--- config.mk ---
export PLATFORM = sky130hd
export DESIGN_NAME = instr_fetch_unit
export DESIGN_NICKNAME = d
export VERILOG_FILES = /design/src/rtl/fetch_pkg.sv /design/src/rtl/fetch_timer.sv /design/src/rtl/instr_fetch_unit.sv
export SDC_FILE = /design/constraint.sdc
export NUM_CORES = 1
export LEC_CHECK = 0
export BUFFER_PORTS_ARGS = -buffer_cell sky130_fd_sc_hd__buf_2
export CORE_MARGIN = 4
export CORE_UTILIZATION = 52
export DETAILED_ROUTE_END_ITERATION = 8
export PLACE_DENSITY = 0.78
export SLEW_MARGIN = 20
export SYNTH_ARGS = -nofsm -noshare
export SYNTH_HDL_FRONTEND = slang
export SYNTH_SLANG_ARGS = --single-unit
export TNS_END_PERCENT = 5
--- constraint.sdc ---
create_clock -name CLK -period 4.25 [get_ports CLK]
set_clock_uncertainty 0.05 [all_clocks]
set_input_delay 0.6375 -clock CLK [delete_from_list [all_inputs] [get_ports CLK]]
set_output_delay 0.6375 -clock CLK [all_outputs]
set_load 0.01 [all_outputs]
--- src/rtl/fetch_pkg.sv ---
// ---------------------------------------------------------------------------
// fetch_pkg
// Shared definitions for the instruction fetch stage.
//   fetch_state_t   : fetch controller states (IDLE, REQ, ERR)
//   NOP_INSTR       : instruction word handed to the datapath while stalled
//                     and substituted for a fetch that timed out
//   DEFAULT_TIMEOUT : default number of unanswered request cycles tolerated
// ---------------------------------------------------------------------------
package fetch_pkg;

   typedef enum logic [1:0] {
      IDLE = 2'd0,
      REQ  = 2'd1,
      ERR  = 2'd2
   } fetch_state_t;

   localparam logic [31:0] NOP_INSTR       = 32'h0000_0000;
   localparam int          DEFAULT_TIMEOUT = 15;

endpackage

--- src/rtl/fetch_timer.sv ---
// ---------------------------------------------------------------------------
// fetch_timer
// Clearable saturating up-counter that watches an outstanding memory request.
// Ports:
//   clk   : clock, rising edge
//   rst   : asynchronous active-high reset
//   clear : synchronous clear, takes priority over inc
//   inc   : count one more unanswered request cycle
//   done  : high while the count equals TIMEOUT
// ---------------------------------------------------------------------------
module fetch_timer
   import fetch_pkg::*;
#(
   parameter int TIMEOUT = DEFAULT_TIMEOUT
) (
   input  logic clk,
   input  logic rst,
   input  logic clear,
   input  logic inc,
   output logic done
);

   localparam int                  CountWidth = $clog2(TIMEOUT + 1);
   localparam logic [CountWidth-1:0] Limit    = CountWidth'(TIMEOUT);

   logic [CountWidth-1:0] count;

   // Saturates at the limit so a stuck inc can never wrap back to zero and
   // hide a timeout.
   always_ff @(posedge clk or posedge rst) begin
      if (rst) begin
         count <= '0;
      end else if (clear) begin
         count <= '0;
      end else if (inc && !done) begin
         count <= count + CountWidth'(1);
      end
   end

   assign done = (count == Limit);

endmodule

--- src/rtl/instr_fetch_unit.sv ---
// ---------------------------------------------------------------------------
// instr_fetch_unit
// Fetch stage with a one-entry fetch buffer in front of a variable-latency
// instruction memory. A buffer hit returns the instruction combinationally;
// a miss stalls the datapath while a req/ack transaction refills the buffer.
// A request left unanswered too long is replaced by a NOP and flagged.
// Ports:
//   CLK      : clock, rising edge
//   Reset    : asynchronous active-high reset
//   PC       : word fetch address from the datapath
//   Instr    : instruction to the datapath (NOP while stalled)
//   Stall    : high when Instr is not valid for the current PC
//   MemReq   : registered request strobe to instruction memory
//   MemAddr  : registered request address, stable while MemReq is high
//   MemAck   : one-cycle response strobe from memory
//   MemRData : response data, valid with MemAck
//   FetchErr : sticky timeout flag, cleared only by Reset
// ---------------------------------------------------------------------------
module instr_fetch_unit
   import fetch_pkg::*;
#(
   parameter int ADDR_WIDTH = 32,
   parameter int DATA_WIDTH = 32,
   parameter int TIMEOUT    = DEFAULT_TIMEOUT
) (
   input  logic                  CLK,
   input  logic                  Reset,
   input  logic [ADDR_WIDTH-1:0] PC,
   output logic [DATA_WIDTH-1:0] Instr,
   output logic                  Stall,
   output logic                  MemReq,
   output logic [ADDR_WIDTH-1:0] MemAddr,
   input  logic                  MemAck,
   input  logic [DATA_WIDTH-1:0] MemRData,
   output logic                  FetchErr
);

   localparam logic [DATA_WIDTH-1:0] Nop = DATA_WIDTH'(NOP_INSTR);

   fetch_state_t state;
   fetch_state_t state_next;

   logic                  buf_valid;
   logic [ADDR_WIDTH-1:0] buf_tag;
   logic [DATA_WIDTH-1:0] buf_data;

   logic hit;
   logic timer_clear;
   logic timer_inc;
   logic timer_done;

   fetch_timer #(
      .TIMEOUT (TIMEOUT)
   ) u_timer (
      .clk   (CLK),
      .rst   (Reset),
      .clear (timer_clear),
      .inc   (timer_inc),
      .done  (timer_done)
   );

   // A hit is only honoured in IDLE so the buffer is never read on the same
   // cycle it is being refilled or overwritten with an error NOP.
   assign hit   = (state == IDLE) && buf_valid && (buf_tag == PC);
   assign Stall = !hit;
   assign Instr = hit ? buf_data : Nop;

   always_ff @(posedge CLK or posedge Reset) begin
      if (Reset) begin
         state <= IDLE;
      end else begin
         state <= state_next;
      end
   end

   // The timeout is taken only when the count has already reached TIMEOUT
   // and this cycle still has no ack, so an ack on that last cycle wins and
   // the request stays up for TIMEOUT+1 cycles before it is abandoned.
   always_comb begin
      state_next  = state;
      timer_clear = 1'b0;
      timer_inc   = 1'b0;
      case (state)
         IDLE: begin
            if (!hit) begin
               state_next  = REQ;
               timer_clear = 1'b1;
            end
         end
         REQ: begin
            if (MemAck) begin
               state_next = IDLE;
            end else if (timer_done) begin
               state_next = ERR;
            end else begin
               timer_inc = 1'b1;
            end
         end
         ERR: begin
            state_next = IDLE;
         end
         default: begin
            state_next = IDLE;
         end
      endcase
   end

   // MemReq is registered from the next state so it rises with the first
   // REQ cycle and drops together with the ack or timeout. The fill tag comes
   // from the latched MemAddr, not PC, because PC may have moved on while the
   // request was outstanding.
   always_ff @(posedge CLK or posedge Reset) begin
      if (Reset) begin
         MemReq    <= 1'b0;
         MemAddr   <= '0;
         FetchErr  <= 1'b0;
         buf_valid <= 1'b0;
         buf_tag   <= '0;
         buf_data  <= '0;
      end else begin
         MemReq <= (state_next == REQ);
         case (state)
            IDLE: begin
               if (!hit) begin
                  MemAddr <= PC;
               end
            end
            REQ: begin
               if (MemAck) begin
                  buf_data  <= MemRData;
                  buf_tag   <= MemAddr;
                  buf_valid <= 1'b1;
               end
            end
            ERR: begin
               buf_data  <= Nop;
               buf_tag   <= MemAddr;
               buf_valid <= 1'b1;
               FetchErr  <= 1'b1;
            end
            default: begin
            end
         endcase
      end
   end

endmodule

# == After elaboration in Yosys (flattened, before gate mapping) ==
# Index checks and enable logic that the tools add are counted.
# word_totals
ff_bits,105
output_inout_bits,67
# classes
addsub,1
eq_ne,6
mux,18
n_bitwise,1
n_reduce_logical,10
# ops
cell,count
32-bit case mux with 2 select lines,2
32-bit 2-to-1 mux,3
32-bit == test,1
4-bit 2-to-1 mux,2
1-bit 2-to-1 mux,6
2-bit 2-to-1 mux,3
"4-bit by 1-bit adder with 4-bit output, second input constant",1
"2-bit by 1-bit == test with 1-bit output, second input constant",2
"4-bit == test, second input constant",1
2-bit case mux with 2 select lines,1
2-bit AND reduction,2
2-bit nonzero test,2
1-bit logical AND,3
"2-bit == test, second input constant",1
1-bit logical NOT,2
2-bit logical NOT,1
"2-bit inequality test, second input constant",1
1-bit case mux with 2 select lines,1
1-bit NOT,1

# == Depth between registers and ports, before layout ==
# depth
depth_word,7
depth_mapped,8

# == Hierarchy ==
# From an unflattened synthesis, not the netlist that was laid out.
# hier_totals
hier_cells,331
area_unflattened_um2,4660.7
# by_module_without_submodules
mod,instances,cells_per_inst,area_each_um2,seq_area_each_um2
instr_fetch_unit,1,310,4428.0,2527.4
fetch_timer,1,21,232.7,100.1

# == Least setup slack after synthesis ==
# Ideal clock, no wire load.
# synth_path
path_kind,input -> output
start,input port PC[8]
end,output port Instr[24]
t_arrival_ps,1890
required_time_ps,3562
setup_slack_ps,1673
path_stages,7
cell_sequence,xnor2_1 -> nand4_1 -> nor4_4 -> and3_1 -> buf_2 -> buf_2 -> and2_1
# synth_via
elab_chain_len,3
# synth_lines
item,line,source
from (decl),instr_fetch_unit.sv:28,"input logic [ADDR_WIDTH-1:0] PC,"
32-bit == test,instr_fetch_unit.sv:64,assign hit = (state == IDLE) && buf_valid && (buf_tag == PC);
1-bit logical AND,instr_fetch_unit.sv:64,
32-bit 2-to-1 mux,instr_fetch_unit.sv:66,assign Instr = hit ? buf_data : Nop;
to (decl),instr_fetch_unit.sv:29,"output logic [DATA_WIDTH-1:0] Instr,"
# No other way between the ends.

# == Worst setup path in the final report ==
# layout_path
start,register buf_tag[25]
end,output port Instr[2]
# layout_via
elab_chain_len,3
# layout_lines
item,line,source
from (decl),instr_fetch_unit.sv:44,logic [ADDR_WIDTH-1:0] buf_tag;
from (signal assigned),instr_fetch_unit.sv:131,buf_tag <= MemAddr;
from (signal assigned),instr_fetch_unit.sv:137,buf_tag <= MemAddr;
32-bit == test,instr_fetch_unit.sv:64,
1-bit logical AND,instr_fetch_unit.sv:64,
32-bit 2-to-1 mux,instr_fetch_unit.sv:66,
# No other way between the ends.

==> metrics.md <==
| Metric | Value |
|---|---|
| Antenna fix cells | `0` |
| Worst skew pair latency | `about 360 ps` |
| Seq/Total Area, Yosys | `between 50% and 60%` |
| Final instance area | `5590 um^2` |
| Gr usage total | `18.1%` |
| Maxcap violations | `0` |
| Antenna viol nets, final | `0` |
| Critical path cell sequence | `xnor2_1 > nand4_1 > nor4_4 > and3_1 > and2_1 > buf_2` |
| Yosys reg bits | `between 100 and 150` |
| Final Slew Violations | `0` |
| Setup CP Type | `reg2out` |
| Maximum vdd drop | `between 0.0003 and 0.0004 V` |
| Final Cycle Share | `81.8%` |
| Largest stage delay, worst path | `~820 ps` |
| CTS buffer count | `9` |
| Fill count | `689` |
| Leak | `between 2 and 3 nW` |
| Wire length of the first global-routing pass | `roughly 15000 um` |
| Slew HR | `between 20% and 30%` |
| Count of different cell masters after synthesis | `32` |
| Post-CTS Repair Setup Buffers | `0` |
| Yosys warnings | `0` |
| Area growth, synth to finish | `21.7%` |
| RSZ-0062 raised after global routing | `no` |
| Clock root cell | `clkbuf_8` |
| Htree depth | `3` |
| Mean Syn Cell Area | `around 14 um^2` |
| CTS Sinks | `about 110` |
| Largest net degree at the start of global routing | `78` |
| Post-synth net total | `roughly 390` |
| # port buffers | `approximately 130` |
| Least-Margin Pin Slew | `~1100 ps` |
| Area occupied by multi-input gates | `1870 um^2` |
| Share of post-route cells with drive strength above 1 | `roughly half` |
| DR iter-0 viols | `between 50 and 60` |
| Die H | `approximately 100 um` |
| WL/cell | `about 16 um` |
| Routability cong. | `0.741` |
| Detailed Route WL | `9250 um` |
| Min cycle time layout | `approximately 3500 ps` |
| Number of global-route vias before repair | `around 3100` |
| Status | `finished, final reports clean` |
| TritonRoute pass-1 iters | `4` |
| Synth Cell Area | `4600 um^2` |
| GRT Residual Overflow | `0` |
| Register area | `approximately 2600 um^2` |
| CTS max path bufs | `2` |
| Crit end category | `output pin` |
| Number of synthesized flops with an enable pin | `0` |
| I/O pin total | `134` |
| Fmax | `roughly 290 MHz` |
| Pwr/cell area | `~700 nW/um^2` |
| Die Span X | `roughly 100 um` |
| Ys async rst share | `between 90% and 100%` |
| Die area | `10400 um^2` |
| Dpl cell area | `5370 um^2` |
| Final Hold Vio Count | `0` |
| Critical-path top delay cell | `and3_1` |
| Post-synth top flop | `dfrtp_1` |
| Antenna violations before repair | `0` |
| Via-to-Cell Ratio | `5.25` |
| CTS tree | `done` |
| # DRC | `0` |
| Synthesized instance count | `~320` |
| Placement Rows | `34` |
| Clock transition at path regs | `90 ps` |
| Final setup vio count | `0` |
| Cts hold-fix bufs | `0` |
| Initial Util | `53.0%` |
| Startpoint types | `flop` |
| WP data required | `~3600 ps` |
| Via count | `about 3000` |
| Crit-path max FO | `34` |
| Core box area | `between 8000 and 9000 um^2` |
| CP Data Arrival Time | `~2800 ps` |
| Nets@finish | `between 500 and 600` |
| Dpl hpwl | `roughly 6700 um` |
| Post-CTS Resized | `0` |
| Setup_tns | `0 ps` |
| Tightest Hold Check Type | `reg2reg` |
[worst max-delay path, delay by kind of cell, from the launching register on]
family	cells	cell delay [ps]
buffers and inverters	1	140
XOR/XNOR	1	210
flip-flops	1	400
AND/OR/NAND/NOR	4	1680
[synth_stat cells (all sizes together), types with 3 or more instances]
| cell type | n | area share, % |
|---|---|---|
| mux2 | 64 | 18 |
| inv | 3 | 0.25 |
| clkbuf | 6 | 0.54 |
| xor2 | 4 | 0.76 |
| dfrtp | 105 | 57 |
| nor2 | 5 | 0.41 |
| nor4 | 3 | 1.1 |
| a22o | 32 | 6.1 |
| nand3 | 3 | 0.33 |
| nand4 | 7 | 0.95 |
| and2 | 32 | 4.4 |
| buf | 12 | 1.6 |
| xnor2 | 30 | 5.7 |
[report_power, final]
group	leakage, nW	switching, mW	internal [mW]
Clock	0.106	0.330	0.332
Combinational	1.40	0.609	0.832
Sequential	1.25	0.312	1.48
[through the flow]
| step | total power [mW] | util (%) | setup slack (ps) | std cells | hold WS [ps] |
|---|---|---|---|---|---|
| 6_report | 3.90 | 64.4 | 776 | 568 | 412 |
| 2_1_floorplan | 2.83 | - | 802 | 323 | 384 |
| 3_3_place_gp | 3.21 | 61.9 | 897 | 552 | 392 |
| 3_5_place_dp | 3.28 | 61.9 | 823 | 552 | 400 |
| 5_1_grt | 4.15 | 64.4 | 553 | 568 | 419 |
| 4_1_cts | 3.95 | 64.4 | 754 | 568 | 417 |
[layout by cell type (no fill, tap or decap), types with 2 or more instances in the layout]
cell type     n
xor2_1        4
nor3_1        2
nor4_4        2
mux2_2       38
clkinv_2      2
dfrtp_1     105
nor2_1        5
and2_1       32
o21ai_0       2
clkinvlp_4    2
buf_2       133
inv_1         2
xnor2_1      30
bufinv_16     2
mux2_4       26
buf_4         5
a22o_1       32
nand3_1       3
nand4_1       7
clkbuf_8      9
[sequential cells by signal, summed over array words and instances, names as in the netlist]
register       flops
MemAddr           32
buf_data          32
buf_tag           32
u_timer.count      4
state              2
FetchErr           1
MemReq             1
buf_valid          1
[kinds of logic (layout without fill, tap and decap cells)]
| kind of cell | after synthesis | count (layout) | synth area share [%] |
|---|---|---|---|
| fa+ha+maj | 1 | 1 | 0.272 |
| xor+xnor | 34 | 34 | 6.48 |
| mux | 65 | 65 | 18.0 |
| compound gates | 38 | 38 | 7.16 |
| buf+inv | 21 | 158 | 2.42 |
| simple gates | 59 | 59 | 8.47 |
| flops | 105 | 105 | 57.2 |
[metal layers]
layer	routed length [um]	global-route usage [%]
met1	4080	25.5
met2	4320	29.0
met3	755	3.34
met4	102	5.15
met5	0	0
[path summary, 6_finish.rpt]
path,from,endpoint,slack (ps),cells after the start
setup reg to reg,state[1]$_DFF_PP0_,MemAddr[25]$_DFFE_PP0P_,1580,4
hold reg to reg,FetchErr$_DFFE_PP0P_,FetchErr$_DFFE_PP0P_,410,1
hold / removal,FetchErr$_DFFE_PP0P_,FetchErr$_DFFE_PP0P_,410,1
setup / recovery,buf_tag[25]$_DFFE_PP0P_,Instr[2],780,6
max in group asynchronous,Reset,MemAddr[29]$_DFFE_PP0P_,2820,3
min in group asynchronous,Reset,buf_data[19]$_DFFE_PP0P_,430,2
[final cells by class]
type	count	share of cell area, %
Tap cell	108	2.42
Clock inverter	7	1.68
Inverter	3	0.246
Sequential cell	105	47.0
Clock buffer	9	2.22
Multi-Input combinational cell	197	33.5
Timing Repair Buffer	139	12.9
Power figures use the tool's default switching activity.
